==> src/rtl/sdram_cmd_sequencer.sv <==
// Registered SDRAM command issuer: abstract 4-bit commands in, timed control pins out.
// Enforces tRCD/tRP/tRFC/tMRD/tWR with a wait counter and tracks per-bank open rows.
module sdram_cmd_sequencer #(
  parameter int BA_W  = 2,
  parameter int ROW_W = 12,
  parameter int COL_W = 8,
  parameter int T_RCD = 3,
  parameter int T_RP  = 3,
  parameter int T_RFC = 7,
  parameter int T_MRD = 2,
  parameter int T_WR  = 2
) (
  input  logic                        clk,
  input  logic                        rst,
  input  logic                        cmd_valid,
  output logic                        cmd_ready,
  input  logic [3:0]                  cmd,
  input  logic [BA_W+ROW_W+COL_W-1:0] cmd_addr,
  input  logic [ROW_W-1:0]            cmd_mrs,
  output logic                        err,
  output logic [(1<<BA_W)-1:0]        bank_open,
  output logic                        cke,
  output logic                        cs_n,
  output logic                        ras_n,
  output logic                        cas_n,
  output logic                        we_n,
  output logic [BA_W-1:0]             ba,
  output logic [ROW_W-1:0]            addr
);

  localparam int NBANK = 1 << BA_W;
  localparam int N_SUM = T_RCD + T_RP + T_RFC + T_MRD + T_WR;
  localparam int CNT_W = $clog2(N_SUM + 1);

  localparam logic [CNT_W-1:0] N_ACT = CNT_W'(T_RCD - 1);
  localparam logic [CNT_W-1:0] N_RP  = CNT_W'(T_RP - 1);
  localparam logic [CNT_W-1:0] N_WRA = CNT_W'(T_WR + T_RP - 1);
  localparam logic [CNT_W-1:0] N_RFC = CNT_W'(T_RFC - 1);
  localparam logic [CNT_W-1:0] N_MRD = CNT_W'(T_MRD - 1);

  localparam logic [3:0] C_DESL  = 4'h0;
  localparam logic [3:0] C_NOP   = 4'h1;
  localparam logic [3:0] C_MRS   = 4'h2;
  localparam logic [3:0] C_ACT   = 4'h3;
  localparam logic [3:0] C_READ  = 4'h4;
  localparam logic [3:0] C_READA = 4'h5;
  localparam logic [3:0] C_WRIT  = 4'h6;
  localparam logic [3:0] C_WRITA = 4'h7;
  localparam logic [3:0] C_PRE   = 4'h8;
  localparam logic [3:0] C_PALL  = 4'h9;
  localparam logic [3:0] C_BST   = 4'hA;
  localparam logic [3:0] C_REF   = 4'hB;
  localparam logic [3:0] C_SELF  = 4'hC;
  localparam logic [3:0] C_SUP   = 4'hD;
  localparam logic [3:0] C_REC   = 4'hE;

  typedef enum logic [1:0] {ST_IDLE, ST_WAIT, ST_SLEEP} state_t;

  state_t             state_q, state_d;
  logic [CNT_W-1:0]   cnt_q, cnt_d;
  logic               sleep_self_q, sleep_self_d;
  logic [NBANK-1:0]   bank_open_q, bank_open_d;
  logic               err_q, err_d;
  logic               cke_q, cke_d;
  logic               cs_n_q, cs_n_d;
  logic               ras_n_q, ras_n_d;
  logic               cas_n_q, cas_n_d;
  logic               we_n_q, we_n_d;
  logic [BA_W-1:0]    ba_q, ba_d;
  logic [ROW_W-1:0]   addr_q, addr_d;

  logic [BA_W-1:0]    in_ba;
  logic [ROW_W-1:0]   in_row;
  logic [COL_W-1:0]   in_col;
  logic [NBANK-1:0]   bank_hit;
  logic               accept;
  logic               tgt_open;
  logic               any_open;
  logic [ROW_W-1:0]   col_addr;
  logic [CNT_W-1:0]   wait_n;

  assign in_ba  = cmd_addr[BA_W+ROW_W+COL_W-1 -: BA_W];
  assign in_row = cmd_addr[ROW_W+COL_W-1 -: ROW_W];
  assign in_col = cmd_addr[COL_W-1:0];

  for (genvar gi = 0; gi < NBANK; gi++) begin : g_bank_hit
    assign bank_hit[gi] = (in_ba == BA_W'(gi));
  end

  assign cmd_ready = (state_q != ST_WAIT);
  assign accept    = cmd_valid && cmd_ready;
  assign tgt_open  = |(bank_open_q & bank_hit);
  assign any_open  = |bank_open_q;

  always_comb begin
    col_addr              = '0;
    col_addr[COL_W-1:0]   = in_col;
    col_addr[10]          = cmd[0];  // auto-precharge variants have the low code bit set
  end

  always_comb begin
    state_d      = state_q;
    cnt_d        = cnt_q;
    sleep_self_d = sleep_self_q;
    bank_open_d  = bank_open_q;
    err_d        = 1'b0;
    wait_n       = '0;
    cke_d        = 1'b1;
    cs_n_d       = 1'b0;
    ras_n_d      = 1'b1;
    cas_n_d      = 1'b1;
    we_n_d       = 1'b1;
    ba_d         = '0;
    addr_d       = '0;

    case (state_q)
      ST_WAIT: begin
        if (cnt_q <= CNT_W'(1)) begin
          state_d = ST_IDLE;
          cnt_d   = '0;
        end else begin
          cnt_d = cnt_q - CNT_W'(1);
        end
      end

      ST_SLEEP: begin
        // Pins keep their entry values (cke low) unless a legal exit is accepted.
        cke_d   = cke_q;
        cs_n_d  = cs_n_q;
        ras_n_d = ras_n_q;
        cas_n_d = cas_n_q;
        we_n_d  = we_n_q;
        ba_d    = ba_q;
        addr_d  = addr_q;
        if (accept) begin
          if (cmd == C_NOP || cmd == C_REC) begin
            cke_d   = 1'b1;
            cs_n_d  = 1'b0;
            ras_n_d = 1'b1;
            cas_n_d = 1'b1;
            we_n_d  = 1'b1;
            ba_d    = '0;
            addr_d  = '0;
            if (sleep_self_q && N_RFC != '0) begin
              state_d = ST_WAIT;
              cnt_d   = N_RFC;
            end else begin
              state_d = ST_IDLE;
            end
          end else begin
            err_d = 1'b1;
          end
        end
      end

      default: begin
        if (accept) begin
          case (cmd)
            C_DESL: cs_n_d = 1'b1;
            C_NOP:  ;
            C_MRS: begin
              if (any_open) err_d = 1'b1;
              else begin
                ras_n_d = 1'b0;
                cas_n_d = 1'b0;
                we_n_d  = 1'b0;
                addr_d  = cmd_mrs;
                wait_n  = N_MRD;
              end
            end
            C_ACT: begin
              if (tgt_open) err_d = 1'b1;
              else begin
                ras_n_d     = 1'b0;
                ba_d        = in_ba;
                addr_d      = in_row;
                bank_open_d = bank_open_q | bank_hit;
                wait_n      = N_ACT;
              end
            end
            C_READ, C_READA, C_WRIT, C_WRITA: begin
              if (!tgt_open) err_d = 1'b1;
              else begin
                // The bank address travels with column commands so the device knows the target.
                cas_n_d = 1'b0;
                we_n_d  = ~cmd[1];
                ba_d    = in_ba;
                addr_d  = col_addr;
                if (cmd[0]) bank_open_d = bank_open_q & ~bank_hit;
                if (cmd == C_READA) wait_n = N_RP;
                if (cmd == C_WRITA) wait_n = N_WRA;
              end
            end
            C_PRE: begin
              ras_n_d     = 1'b0;
              we_n_d      = 1'b0;
              ba_d        = in_ba;
              bank_open_d = bank_open_q & ~bank_hit;
              wait_n      = N_RP;
            end
            C_PALL: begin
              ras_n_d      = 1'b0;
              we_n_d       = 1'b0;
              addr_d[10]   = 1'b1;
              bank_open_d  = '0;
              wait_n       = N_RP;
            end
            C_BST: we_n_d = 1'b0;
            C_REF: begin
              if (any_open) err_d = 1'b1;
              else begin
                ras_n_d = 1'b0;
                cas_n_d = 1'b0;
                wait_n  = N_RFC;
              end
            end
            C_SELF: begin
              if (any_open) err_d = 1'b1;
              else begin
                cke_d        = 1'b0;
                ras_n_d      = 1'b0;
                cas_n_d      = 1'b0;
                state_d      = ST_SLEEP;
                sleep_self_d = 1'b1;
              end
            end
            C_SUP: begin
              cke_d        = 1'b0;
              state_d      = ST_SLEEP;
              sleep_self_d = 1'b0;
            end
            default: err_d = 1'b1;  // REC outside SLEEP, and the illegal code
          endcase
          if (wait_n != '0) begin
            state_d = ST_WAIT;
            cnt_d   = wait_n;
          end
        end
      end
    endcase
  end

  always_ff @(posedge clk or posedge rst) begin
    if (rst) begin
      state_q      <= ST_IDLE;
      cnt_q        <= '0;
      sleep_self_q <= 1'b0;
      bank_open_q  <= '0;
      err_q        <= 1'b0;
      cke_q        <= 1'b1;
      cs_n_q       <= 1'b1;
      ras_n_q      <= 1'b1;
      cas_n_q      <= 1'b1;
      we_n_q       <= 1'b1;
      ba_q         <= '0;
      addr_q       <= '0;
    end else begin
      state_q      <= state_d;
      cnt_q        <= cnt_d;
      sleep_self_q <= sleep_self_d;
      bank_open_q  <= bank_open_d;
      err_q        <= err_d;
      cke_q        <= cke_d;
      cs_n_q       <= cs_n_d;
      ras_n_q      <= ras_n_d;
      cas_n_q      <= cas_n_d;
      we_n_q       <= we_n_d;
      ba_q         <= ba_d;
      addr_q       <= addr_d;
    end
  end

  assign err       = err_q;
  assign bank_open = bank_open_q;
  assign cke       = cke_q;
  assign cs_n      = cs_n_q;
  assign ras_n     = ras_n_q;
  assign cas_n     = cas_n_q;
  assign we_n      = we_n_q;
  assign ba        = ba_q;
  assign addr      = addr_q;

endmodule

==> config.mk <==
export PLATFORM = sky130hd
export DESIGN_NAME = sdram_cmd_sequencer
export DESIGN_NICKNAME = d
export VERILOG_FILES = /design/src/rtl/sdram_cmd_sequencer.sv
export SDC_FILE = /design/constraint.sdc
export NUM_CORES = 1
export LEC_CHECK = 0
export ABC_AREA = 1
export CAP_MARGIN = 20
export CORE_MARGIN = 2
export CORE_UTILIZATION = 30
export CTS_CLUSTER_DIAMETER = 100
export DETAILED_ROUTE_END_ITERATION = 8
export PLACE_DENSITY = 0.67
export SLEW_MARGIN = 20
export SYNTH_ARGS = -nofsm -noshare
export SYNTH_HDL_FRONTEND = slang
export SYNTH_SLANG_ARGS = --single-unit
==> constraint.sdc <==
create_clock -name clk -period 1.8 [get_ports clk]
set_clock_uncertainty 0.15 [all_clocks]
set_input_delay 0.18 -clock clk [delete_from_list [all_inputs] [get_ports clk]]
set_output_delay 0.18 -clock clk [all_outputs]
set_load 0.01 [all_outputs]
==> flow_summary.ini <==
[run_status]
run_status = complete, but fails checks
violations = setup timing

[drt]
firstDrtPassIters = 4
wl_per_cell_microns = 13.8
drtIter0Drc = 128
routed-via-count = 2414
drc_errors = 0
postRouteAntennaNets = 0
viasPerCell = 4.92
wl_microns = 6780

[setup_path]
endpoint_kind = flip-flop
arrival_ns = 1.87
required_ns = 1.84
slowest_stage = dfrtp_1
crit_type = reg -> reg
crit_family = simple AND/OR/NAND/NOR gates
start_kind = flip-flop
crit_chain = nand3_2 -> nand2_4 -> nor2_8 -> buf_6 -> nand2_4 -> nand3_4 -> nor2_4 -> nand4_1 -> nand4_1 -> nand2_1
critPathMaxFanout = 4
critPathMaxStageDelay_ns = 0.42
path_buf_inv = 1
rrSetupSlack_ns = -0.04

[clock_network]
cts_max_path_buffers = 2
cts_tree = built
cts_buffers = 5
clkLatencyLatePin_ns = 0.29
htree_levels = 2
clockRootBuffer = clkbuf_8
cts.hold.buffers_added = 0
cts.sinks = 32
clkTransAtPathRegs_ns = 0.07

[cells_and_area]
syn_to_final_growth_pct = 70.8
drive_gt1_frac = 0.324
nNetsFinal = 456
stdcell_count = 491
n_antenna_cell = 0

[floorplanning]
die-area_sq_um = 7630
start_util = 0.309
rows = 30
die_w_microns = 87.4
die_h_microns = 87.4
core_sq_um = 6760
io_pins = 66

[yosys]
synthTopCellsByArea = dfrtp_1 (32%), nand2_1 (11%), nor2_1 (7.7%), dfstp_2 (6.3%), inv_1 (6.1%)
synthCells = 283
synth_top_area_frac = 0.324
ys_seq_area_frac = 0.387
netlist.top_cell.by_area = dfrtp_1
ys.warnings.count = 0
synth-seq-cells = 32
syn-mean-instance-area_sq_um = 7.37
synthesis.area_sq_um = 2080
synth.distinct_cells = 34
syn-num-nets = 328

[timing]
fin_ws_ns = -0.0365
rsz0062_at_grt = true
min_period_over_period = 1.02
hold_violations = 0
whs_ns = 0.125
maxSlewViolCount = 0
fmax_mhz = 545
worstMarginPinSlew_ns = 0.574
relSlewSlack = 0.613
setup_viol = 3
period_minus_slack_ns = 1.84

[pwr]
peakVddDrop_uv = 531
power.density_nw_per_um2 = 1130
power.total_mw = 4.02
power_leakage_nw = 1.69

[global_route]
antenna_found_initial = 0
overflow = 0
grt_start_max_net_pins = 33
grtUsageTotal = 0.177
grt_pass1_vias = 2427
grt_pass1_wl_microns = 10700

[place]
io_buffers = 65
dp_slack_ns = -0.494
dp_hpwl_microns = 4960
gp_congestion = 0.931
post-place-cells = 475

[flow_run]
cap_violations = 0

[worst_hold_path]
hp-class = in -> async
-- metal layers --
metal  part of all wire  global-route usage
met1               0.44               0.220
met2               0.49               0.302
met3              0.050              0.0408
met4              0.018              0.0545
met5                  0                   0
-- what timing repair did --
item / CTS / global route
setup buffers: 3 / 5
endpoints found under the setup margin: 28 / 32
cloned: 1 / 0
pin swaps: 5 / 17
gates resized for setup: 16 / 54
-- worst min-delay path, delay by kind of cell --
family,cells,cell delay [ns]
buffers and inverters,3,0.82
-- cell usage after synthesis --
cell type and instances:
a21boi_0 1, a21o_1 2, a21oi_1 14, a21oi_2 1
a221oi_1 9, a22oi_1 1, a31oi_1 6, a32o_1 2
a41oi_1 1, buf_2 2, buf_4 1, clkinv_1 1
dfrtp_1 27, dfstp_2 5, ha_1 4, inv_1 34
inv_2 5, nand2_1 60, nand2_2 4, nand2_4 2
nand3_1 13, nand3_2 2, nand4_1 5, nor2_1 43
nor2_2 3, nor2_4 1, nor2_8 1, nor3_1 2
nor3_4 2, o2111ai_1 1, o21ai_0 21, o21ai_1 2
o22ai_1 2, xor2_1 3
-- flip-flops by register name, summed over array words and instances, names as in the netlist, 2 cells and up --
name,count
bank_open,4
state_q,2
addr,12
cnt_q,5
ba,2
-- worst paths after layout --
| path | from | to | cells after the start |
|---|---|---|---|
| max | bank_open[1]$_DFFE_PP0P_ | state_q[1]$_DFFE_PP0P_ | 10 |
| min | rst | state_q[1]$_DFFE_PP0P_ | 3 |
| max reg2reg | bank_open[1]$_DFFE_PP0P_ | state_q[1]$_DFFE_PP0P_ | 10 |
| min reg2reg | cke$_DFFE_PP1P_ | cke$_DFFE_PP1P_ | 2 |
| max in group asynchronous | rst | cs_n$_DFFE_PP1P_ | 3 |
| min in group clk | cke$_DFFE_PP1P_ | cke$_DFFE_PP1P_ | 2 |
-- power breakdown --
| group | leakage, nW | switching, mW | internal, mW |
|---|---|---|---|
| Clock | 0.0503 | 0.276 | 0.340 |
| Combinational | 1.22 | 1.26 | 1.08 |
| Sequential | 0.411 | 0.146 | 0.922 |
-- cell families after synthesis --
logic type,Yosys count,synth area share
AND/OR/NAND/NOR,138,0.309
XOR/XNOR,3,0.0126
adder cells (fa/ha/maj),4,0.0240
flip-flops,32,0.387
AO/OA/AOI/OAI,63,0.187
buffers and inverters,43,0.0804
-- through the flow --
stage	cell area (sq um)	utilization	setup TNS, ns
after global routing	3560	0.527	-1.84
final	3560	0.527	-0.0815
after CTS	3350	0.496	-0.272
after global placement	3210	0.475	-10.59
after floorplan	2090	-	0
after detailed placement	3210	0.475	-11.26
-- cell usage in the layout, fill, tap and decap left out, types with 3 or more instances in the layout --
cell and n:
xor2_1 3, dlygate4sd2_1 5, inv_2 9, a221oi_1 9, nand3_4 3, nand2_4 4
o21ai_0 9, clkbuf_8 7, nor2_1 32, nand2_2 11, nand4_1 5, buf_4 55
a21oi_1 10, o21ai_2 5, o21ai_1 9, nor2_4 3, clkdlybuf4s50_1 58, inv_1 30
dfrtp_1 27, nor2_2 12, nand3_1 10, a21oi_2 5, nand2_1 52, a31oi_1 6
dfstp_2 5
-- cell type report --
type                    instances  area (sq um)
inverters                      40           150
well taps                      80           100
clock buffers                   7          96.3
repair buffers                123          1100
multi-input cells             209          1300
flip-flops and latches         32           807
fillers                       648          3200
Power figures use the tool's default switching activity.
==> edit 1, RTL diff (same settings) <==
Register the output `err` once more, with the module's reset; this adds one clock of latency there. The other outputs are not delayed to match.
--- a/src/rtl/sdram_cmd_sequencer.sv
+++ b/src/rtl/sdram_cmd_sequencer.sv
@@ -270,7 +270,13 @@
     end
   end
 
-  assign err       = err_q;
+  always_ff @(posedge clk or posedge rst) begin
+    if (rst) begin
+      err <= '0;
+    end else begin
+      err <= err_q;
+    end
+  end
   assign bank_open = bank_open_q;
   assign cke       = cke_q;
   assign cs_n      = cs_n_q;
Check against the original RTL: not equivalent (a bounded check fails within 4 cycles, from zero or initial values and one cycle with rst high).
==> edit 1 against the original RTL <==
- the run still ends with negative setup slack left
- count of clock-buffer cells in the layout decreased by 1
- setup slack improved by 0.019 ns
- sequential cell count increased by 1
- largest cell class unchanged
- largest power group unchanged
- cell count increased by 3.1%
- critical endpoint is now cnt_q[1]
- synthesized area increased by 2.0%
- power increased by 0.28%
- final area increased by 3.3%
- wire length increased by 0.32%
==> edit 1: results (changes against the original RTL) <==
worst slew pin tran 0.4519 ns (was 0.5739 ns); Nets 454 (was 456); status complete, but fails checks (unchanged); GR Layer Usage met1 24.42% (was 22.04%); Place WS -0.3952 ns (was -0.4939 ns); vias per cell 4.781 (was 4.916); Power Internal 0.002343 W (was 0.002345 W); register area share after synthesis 39.12% (was 38.72%); DR WL met2 3.249 mm (was 3.313 mm); vias in the first global route 2289 (was 2427); Placed Cells 483 (was 475); CP Max Fanout 5 (was 4); Leakage 1.703 nW (was 1.685 nW); Synth Area in Compound Gates 20.00% (was 18.73%); met3 routed WL 299 µm (was 340 µm); CP endpoint cnt_q[1] (was state_q[1]); power in sequential cells 0.00111 W (was 0.00107 W); Post-Synth XOR/XNOR Area 1.235% (was 1.261%); final setup margin -0.01773 ns (was -0.03652 ns); mux contribution to synthesized area 0% (unchanged); Peak VDD IR 0.4723 mV (was 0.5306 mV); Distinct cells, synth 35 (was 34); largest net degree at the start of global routing 34 (was 33); Finish-stage setup viols 3 (unchanged); Synth area leaders dfrtp_1 (33%), nand2_1 (9.7%), nor2_1 (7.6%) (was dfrtp_1 (32%), nand2_1 (11%), nor2_1 (7.7%)); DR iter-0 viols 92 (was 128); Placed Area 0.003232 mm² (was 0.003208 mm²); Net Count, Synth 326 (was 328); GR Util met3 3.676% (was 4.076%); HP Class in2reg (was in2async); fill count 684 (was 648); WP data arrival 1.84 ns (was 1.87 ns); Vias 2419 (was 2414); Post-Synth Adder-Cell Area 2.353% (was 2.401%); failing checks negative setup slack (unchanged); WL per Instance 13.43 µm (was 13.80 µm); power per cell area 1097 mW/mm² (was 1130 mW/mm²); M2 GR Usage 27.55% (was 30.23%); layout cell share with drive strength beyond 1 32.44% (was 32.36%); Fin Hold WS 0.08496 ns (was 0.1252 ns)
## edit 1: critical path, delay by kind of cell (launching register included)
kind            cells  cell delay, ns
simple gates        6            0.68
buf+inv             1            0.15
compound gates      3            0.30
flops               1            0.41
## edit 1: through the flow
step | utilization, % | TNS [ns]
2_1_floorplan | - | 0
3_3_place_gp | 47.31 | -7.241
3_5_place_dp | 47.31 | -8.802
4_1_cts | 49.74 | -0.01602
5_1_grt | 53.85 | -0.9534
6_report | 53.85 | -0.03801
## edit 1: what timing repair did
item,CTS,global route
gates cloned,1,0
gates resized for setup,18,59
setup endpoints to repair,23,31
pin swaps,9,20
buffers inserted,3,11
## edit 1: layout make-up
class | count | area, µm² | area share [%]
Multi-Input combinational cell | 202 | 1338 | 36.36
Clock buffer | 6 | 72.57 | 1.973
Tap cell | 96 | 120.1 | 3.265
Sequential cell | 33 | 833.3 | 22.65
Inverter | 44 | 175.2 | 4.762
Clock inverter | 2 | 10.01 | 0.2721
Timing Repair Buffer | 123 | 1130 | 30.71
==> edit 2, RTL diff (same settings) <==
Without the edit above. Set the parameter `T_RCD` to 2 (it was 3).
--- a/src/rtl/sdram_cmd_sequencer.sv
+++ b/src/rtl/sdram_cmd_sequencer.sv
@@ -4,7 +4,7 @@
   parameter int BA_W  = 2,
   parameter int ROW_W = 12,
   parameter int COL_W = 8,
-  parameter int T_RCD = 3,
+  parameter int T_RCD = 2,
   parameter int T_RP  = 3,
   parameter int T_RFC = 7,
   parameter int T_MRD = 2,
Formal check against the unedited RTL: not equivalent (Yosys sat finds a counterexample within 4 cycles, from zero or initial values and one cycle with rst high).
==> edit 2 against the original RTL <==
- sequential cell count did not move
- global-route usage rose by 0.22 points
- wire length fell by 0.49%
- largest cell class unchanged
- combinational power fell by 6%
- final area rose by 1.8%
- power fell by 4.4%
- hold slack improved by 0.0041 ns
- synthesized area rose by 4.2%
- setup slack improved by 0.090 ns
==> edit 2: results (changes against the original RTL) <==
first-pass GRT wire length 11.03 mm (was 10.68 mm); register area share after synthesis 37.15% (was 38.72%); sequential cell area share 22.28% (was 22.67%); Critical Path Max Stage Delay 0.39 ns (was 0.42 ns); CP Max Fanout 8 (was 4); DR WL met2 3.324 mm (was 3.313 mm); most common library cells after synthesis nand2_1 (67), inv_1 (37), nor2_1 (32) (was nand2_1 (60), nor2_1 (43), inv_1 (34)); post_cts resized 17 (was 16); WP data arrival 1.80 ns (was 1.87 ns); vias in the first global route 2377 (was 2427); vias per cell 4.700 (was 4.916); Power, Total 0.003848 W (was 0.004023 W); Fin Hold WS 0.1293 ns (was 0.1252 ns); Comb power 0.00220 W (was 0.00234 W); GR Util met3 3.324% (was 4.076%); Leakage 1.733 nW (was 1.685 nW); CP delay by family, top flip-flops (was simple AND/OR/NAND/NOR gates); M2 GR Usage 31.11% (was 30.23%); Final clock-cell share 2.660% (was 2.707%); Power Clock 0.000602 W (was 0.000616 W); wl on met1 3.040 mm (was 2.997 mm); Peak VDD IR 0.6084 mV (was 0.5306 mV); Setup Fix Bufs, Post-CTS 4 (was 3); GR Layer Usage met1 22.77% (was 22.04%); Synth area leaders dfrtp_1 (31%), nand2_1 (12%), inv_1 (6.4%) (was dfrtp_1 (32%), nand2_1 (11%), nor2_1 (7.7%)); Synth Area in Compound Gates 18.32% (was 18.73%); fill count 711 (was 648); worst slew pin tran 0.4116 ns (was 0.5739 ns); HPWL Detailed 5.168 mm (was 4.956 mm); status completed (was complete, but fails checks)
-- edit 2: cell types whose count changed after synthesis, moves of 3 or more --
cell	before	now
nand3_1	13	22
a221oi_1	9	6
o21ai_0	21	15
a22o_1	0	3
nand2_1	60	67
inv_1	34	37
nor2_1	43	32
nor2_4	1	4
a21oi_1	14	10
-- edit 2: worst min-delay path: stages --
cell	delay, ns
clkdlybuf4s50_1	0.40
inv_1	0.05
buf_4	0.36
-- edit 2: stage by stage --
| stage | instance area [µm²] | util, % | instances | setup slack, ns | setup TNS [ns] |
|---|---|---|---|---|---|
| after CTS | 3467 | 48.58 | 516 | -0.002811 | -0.005553 |
| after detailed placement | 3303 | 46.28 | 504 | -0.3851 | -8.323 |
| after floorplan | 2176 | - | 293 | -0.04909 | -0.04909 |
| final | 3622 | 50.75 | 523 | 0.05386 | 0 |
| after global routing | 3622 | 50.75 | 523 | -0.02200 | -0.1210 |
| after global placement | 3303 | 46.28 | 504 | -0.3342 | -7.409 |
